**src/rtl/sample_tick_generator.sv**
```systemverilog
// rtl/sample_tick_generator.sv - phase-accumulator sample strobe and square-wave generator
// Clamped rate word drives a 33-bit accumulator; rate changes land only on tick edges.
module sample_tick_generator #(
  parameter logic [31:0] CLK_FREQ     = 32'd50_000_000,
  parameter logic [31:0] MIN_FREQ     = 32'd1_000,
  parameter logic [31:0] MAX_FREQ     = 32'd48_000,
  parameter logic [31:0] DEFAULT_FREQ = 32'd22_000
) (
  input  logic        clk,
  input  logic        reset_n,
  input  logic        enable,
  input  logic [31:0] freq_in,
  output logic        tick,
  output logic        out_clk,
  output logic [31:0] active_freq,
  output logic        clamped
);

  localparam logic [32:0] CLK_FREQ_W = {1'b0, CLK_FREQ};
  localparam logic [32:0] HALF_FREQ  = CLK_FREQ_W >> 1;

  logic [32:0] acc_q, acc_d;
  logic        tick_q, tick_d;
  logic        out_clk_q, out_clk_d;
  logic [31:0] active_freq_q, active_freq_d;
  logic        clamped_q, clamped_d;

  logic [31:0] f_c;
  logic [32:0] sum;
  logic        wrap;

  always_comb begin
    f_c = freq_in;
    if (freq_in < MIN_FREQ) begin
      f_c = MIN_FREQ;
    end else if (freq_in > MAX_FREQ) begin
      f_c = MAX_FREQ;
    end

    sum  = acc_q + {1'b0, active_freq_q};
    wrap = (sum >= CLK_FREQ_W);

    acc_d         = acc_q;
    tick_d        = 1'b0;
    out_clk_d     = out_clk_q;
    active_freq_d = active_freq_q;
    clamped_d     = (f_c != freq_in);

    if (enable) begin
      acc_d     = wrap ? (sum - CLK_FREQ_W) : sum;
      tick_d    = wrap;
      out_clk_d = (acc_d >= HALF_FREQ);
      // New rate only on the wrapping edge so the period in flight is never glitched.
      if (wrap) begin
        active_freq_d = f_c;
      end
    end else begin
      active_freq_d = f_c;
    end
  end

  always_ff @(posedge clk or negedge reset_n) begin
    if (!reset_n) begin
      acc_q         <= '0;
      tick_q        <= 1'b0;
      out_clk_q     <= 1'b0;
      active_freq_q <= DEFAULT_FREQ;
      clamped_q     <= 1'b0;
    end else begin
      acc_q         <= acc_d;
      tick_q        <= tick_d;
      out_clk_q     <= out_clk_d;
      active_freq_q <= active_freq_d;
      clamped_q     <= clamped_d;
    end
  end

  assign tick        = tick_q;
  assign out_clk     = out_clk_q;
  assign active_freq = active_freq_q;
  assign clamped     = clamped_q;

endmodule
```
**config.mk**
```make
export PLATFORM = sky130hd
export DESIGN_NAME = sample_tick_generator
export DESIGN_NICKNAME = d
export VERILOG_FILES = /design/src/rtl/sample_tick_generator.sv
export SDC_FILE = /design/constraint.sdc
export NUM_CORES = 1
export LEC_CHECK = 0
export CORE_UTILIZATION = 50
export CTS_CLUSTER_DIAMETER = 120
export DETAILED_ROUTE_END_ITERATION = 8
export PLACE_DENSITY = 0.73
export SETUP_SLACK_MARGIN = 0.3
export SKIP_LAST_GASP = 1
export SLEW_MARGIN = 5
export SYNTH_ARGS = -nofsm -noshare
export SYNTH_HDL_FRONTEND = slang
export SYNTH_SLANG_ARGS = --single-unit
```
**constraint.sdc**
```tcl
create_clock -name clk -period 12 [get_ports clk]
set_input_delay 3 -clock clk [delete_from_list [all_inputs] [get_ports clk]]
set_output_delay 3 -clock clk [all_outputs]
set_load 0.03 [all_outputs]
```
==> results.txt <==
----------------------------------------------------
[Outcome]
  Outcome ... finished, final reports clean

[Clock network]
  Depth of the CTS H-tree ... 3
  Clock tree from TritonCTS ... done
  Clock slew at reported path FFs ... 60 ps
  Number of CTS-inserted buffers ... 9
  Clock Tree Buf Depth ... 2
  Later-pin clock latency in the skew report ... 350 ps
  Number of setup buffers added after CTS ... 0
  Clock root buffer ... sky130_fd_sc_hd__clkbuf_16
  CTS Hold Bufs ... 0
  CTS sink cnt ... 68
  Number of gates resized after CTS ... 0

[Timing]
  Maximum operating frequency ... 182 MHz
  Period Utilization, post-route ... 45.9%
  Number of failing setup endpoints in the final timing report ... 0
  Slack of the critical path ... 6500 ps
  Setup TNS after final layout ... 0 ps
  Post-layout min period ... 5500 ps
  Max Slew Vio Count ... 0
  RSZ-0062 raised after global routing ... false
  Number of hold-slack violations in the final timing report ... 0
  Tightest slew margin relative to the limit ... 38.6%
  Setup skew after layout ... 6.37 ps
  Worst hold slack ... 466 ps
  Slew of the pin with the lowest slew margin ... 922 ps

[Finish]
  Area growth from synthesis to layout ... 18.4%
  Final net count ... 825
  Fraction of layout cells with a size suffix above 1 ... 7.36%
  Inserted Diodes ... 0
  Fill cell instance count of the final layout ... 965

[Synth]
  Async set or reset register ratio after synthesis ... 100%
  Share of the yosys chip area belonging to registers ... 30.1%
  Average instance area after synthesis ... 8.05 sq um
  Dominant cells by area after synthesis ... sky130_fd_sc_hd__dfrtp_1 (26%), sky130_fd_sc_hd__ha_1 (7.3%), sky130_fd_sc_hd__a21oi_1 (7.2%)
  Combined area of all synthesized cells ... 5690 sq um
  Library cells used by synthesis ... 73
  Number of warnings printed during yosys synthesis ... 0
  Yosys top cell by area ... sky130_fd_sc_hd__dfrtp_1
  Flip-flop and latch count after synthesis ... 68
  Number of synthesized flops with an enable pin ... 0
  Leading register cell type out of synthesis ... sky130_fd_sc_hd__dfrtp_1
  Share of the synthesized area in the top cell type ... 26.4%
  Cell count after synthesis ... 707
  Number of nets in the synthesized netlist ... 776

[Critical path]
  Depth of the worst register-to-register path ... 16
  Worst-path fanout max ... 50
  Data arrival at the endpoint of the critical path ... 5710 ps
  Startpoint types ... flop
  Data required, critical path ... 12210 ps
  Type of element capturing the critical path ... flop
  Path type of the worst setup path ... reg -> reg

[Floorplan]
  Core ar. ... 11000 sq um
  Initial cell density of the core ... 51.8%
  Die Width ... 109 microns
  Top-level I/O count ... 70
  Die Footprint ... 11800 sq um
  Standard-cell row count ... 38
  Height of the chip ... 109 microns

[Global route]
  Wire length of the first global-routing pass ... 27.0 mm
  Total gr overflow ... 0
  Total GRT Usage ... 30.0%
  Antenna violations before repair ... 0
  Number of global-route vias before repair ... 5292
  Largest net degree at the start of global routing ... 78

[Job]
  Maximum capacitance violations ... 0

[Power and ir drop]
  Power density over cell area ... 241 nW/um^2
  Lkg Pwr ... 2.81 nW
  Final total power ... 1.62 mW
  Worst voltage drop across the vdd grid ... 166 uV

[Routing]
  Final WL ... 16.5 mm
  First-pass detailed-route iteration total ... 5
  Detailed-route via count ... 5580
  Starting DRC count in detailed routing ... 395
  Drc violations ... 0
  Detail-routed via count per cell ... 6.19
  Routed WL per cell ... 18.4 microns
  Number of nets with antenna violations after detailed routing ... 0

[Placement]
  Setup WS pre-CTS ... 6560 ps
  Half-perimeter wire length of the detailed placement result ... 12.7 mm
  Count of port buffers added during placement ... 69
  Final weighted congestion in routability-driven placement ... 0.970

[Min path]
  Min-Delay Path Depth ... 2
  Worst hold path type ... reg -> reg

----------------------------------------------------
## cell type report
class / instances / area (sq um) / area share (%)
Timing Repair Buffer: 72 / 703 / 10.4
Sequential cell: 68 / 1710 / 25.4
Clock buffer: 13 / 270 / 4.01
Multi-Input combinational cell: 589 / 3780 / 56.0
Clock inverter: 3 / 43.8 / 0.650
Inverter: 16 / 60.1 / 0.891
Tap cell: 140 / 175 / 2.60
## synth_stat cells, types with 3 or more instances
cell,number
sky130_fd_sc_hd__o31a_1,3
sky130_fd_sc_hd__or2_2,5
sky130_fd_sc_hd__clkbuf_1,28
sky130_fd_sc_hd__dfrtp_1,60
sky130_fd_sc_hd__and2_1,7
sky130_fd_sc_hd__a22o_1,3
sky130_fd_sc_hd__nand2_1,68
sky130_fd_sc_hd__a21oi_1,82
sky130_fd_sc_hd__inv_1,16
sky130_fd_sc_hd__nor2b_1,6
sky130_fd_sc_hd__nand2b_1,4
sky130_fd_sc_hd__nand4_1,14
sky130_fd_sc_hd__o21a_1,6
sky130_fd_sc_hd__o22ai_1,3
sky130_fd_sc_hd__a31oi_1,7
sky130_fd_sc_hd__o2111ai_1,3
sky130_fd_sc_hd__nor4_1,10
sky130_fd_sc_hd__buf_6,3
sky130_fd_sc_hd__and3_1,21
sky130_fd_sc_hd__nor3_1,25
sky130_fd_sc_hd__mux2_2,10
sky130_fd_sc_hd__or3_1,4
sky130_fd_sc_hd__mux2i_1,6
sky130_fd_sc_hd__o31ai_1,4
sky130_fd_sc_hd__dfstp_2,8
sky130_fd_sc_hd__a211oi_1,7
sky130_fd_sc_hd__nand3b_1,3
sky130_fd_sc_hd__a221oi_1,3
sky130_fd_sc_hd__a211o_1,3
sky130_fd_sc_hd__ha_1,33
sky130_fd_sc_hd__nand3_1,16
sky130_fd_sc_hd__nor2_1,89
sky130_fd_sc_hd__a21o_1,11
sky130_fd_sc_hd__xor2_1,13
sky130_fd_sc_hd__o211ai_1,8
sky130_fd_sc_hd__xnor2_1,43
sky130_fd_sc_hd__o21ai_0,25
## metal layers
metal | routed length [microns] | up-vias | share of wire [%] | global-route usage [%]
met5 | 0 | - | 0 | 0
met4 | 224 | 0 | 1.4 | 8.98
met3 | 1300 | 18 | 7.9 | 8.49
met2 | 6830 | 189 | 41 | 42.3
met1 | 8190 | 2695 | 50 | 43.8
li1 | - | 2678 | - | -
## power by group
part | leakage [nW] | switching (mW) | total [mW] | internal [mW]
combinational | 1.86 | 0.658 | 1.04 | 0.384
sequential | 0.801 | 0.0308 | 0.305 | 0.274
clock | 0.156 | 0.0971 | 0.275 | 0.178
## cells by family (layout without fill, tap and decap cells)
kind of cell | Yosys count | after routing | share of synthesized area [%]
buffers and inverters | 50 | 104 | 3.72
flip-flops | 68 | 68 | 30.1
multiplexers | 16 | 16 | 3.03
adder cells (fa/ha/maj) | 34 | 34 | 7.61
AO/OA/AOI/OAI | 202 | 202 | 23.4
AND/OR/NAND/NOR | 281 | 281 | 23.5
XOR/XNOR | 56 | 56 | 8.62
## path summary, 6_finish.rpt
kind / startpoint / endpoint / slack [ps]
worst max-delay path: active_freq[0]$_DFFE_PN0P_ / out_clk$_DFFE_PN0P_ / 6500
worst min-delay path: active_freq[10]$_DFFE_PN1P_ / active_freq[10]$_DFFE_PN1P_ / 470
worst max register to register: active_freq[0]$_DFFE_PN0P_ / out_clk$_DFFE_PN0P_ / 6500
worst min register to register: active_freq[10]$_DFFE_PN1P_ / active_freq[10]$_DFFE_PN1P_ / 470
max in group asynchronous: reset_n / acc_q[25]$_DFFE_PN0P_ / 8610
min in group asynchronous: reset_n / active_freq[1]$_DFFE_PN0P_ / 2840
## flip-flops by register name, indices dropped and copies added, names as in the netlist
| name | cells |
|---|---|
| tick | 1 |
| out_clk | 1 |
| acc_q | 33 |
| active_freq | 32 |
| clamped | 1 |
## per-stage QoR
step | cells | area (sq um) | util [%]
after floorplan | 707 | 5690 | -
after global placement | 885 | 6430 | 58.5
after detailed placement | 885 | 6430 | 58.5
after CTS | 901 | 6740 | 61.4
after global routing | 901 | 6740 | 61.4
final | 901 | 6740 | 61.4
## critical path: stages, from the launching register on
cell and delay [ps]:
sky130_fd_sc_hd__dfrtp_1 400, sky130_fd_sc_hd__ha_1 260, sky130_fd_sc_hd__fa_1 430, sky130_fd_sc_hd__a211o_1 350, sky130_fd_sc_hd__a211o_1 320, sky130_fd_sc_hd__a22o_1 270
sky130_fd_sc_hd__or2_1 270, sky130_fd_sc_hd__xor2_1 240, sky130_fd_sc_hd__or4_1 520, sky130_fd_sc_hd__or4b_1 530, sky130_fd_sc_hd__o211ai_2 240, sky130_fd_sc_hd__a31oi_4 50
sky130_fd_sc_hd__buf_4 320, sky130_fd_sc_hd__and3_1 250, sky130_fd_sc_hd__o311a_1 290, sky130_fd_sc_hd__a2111oi_0 420, sky130_fd_sc_hd__o41ai_1 170
## cell usage in the layout, fill, tap and decap left out, drive strengths merged, types with 7 or more instances in the layout
cell type      netlist  final
nand2               68     68
nor3                25     25
nor2                90     90
o21ai               28     28
nor4                10     10
a21o                12     12
xnor2               43     43
clkbuf              28     13
mux2                10     10
nand4               14     14
and3                21     21
clkdlybuf4s50        0     67
and2                 7      7
xor2                13     13
dfrtp               60     60
a31oi                8      8
dfstp                8      8
a21oi               84     84
o211ai               9      9
a211oi               8      8
nand3               16     16
ha                  33     33
inv                 16     16
(Power assumes the default switching activity.)
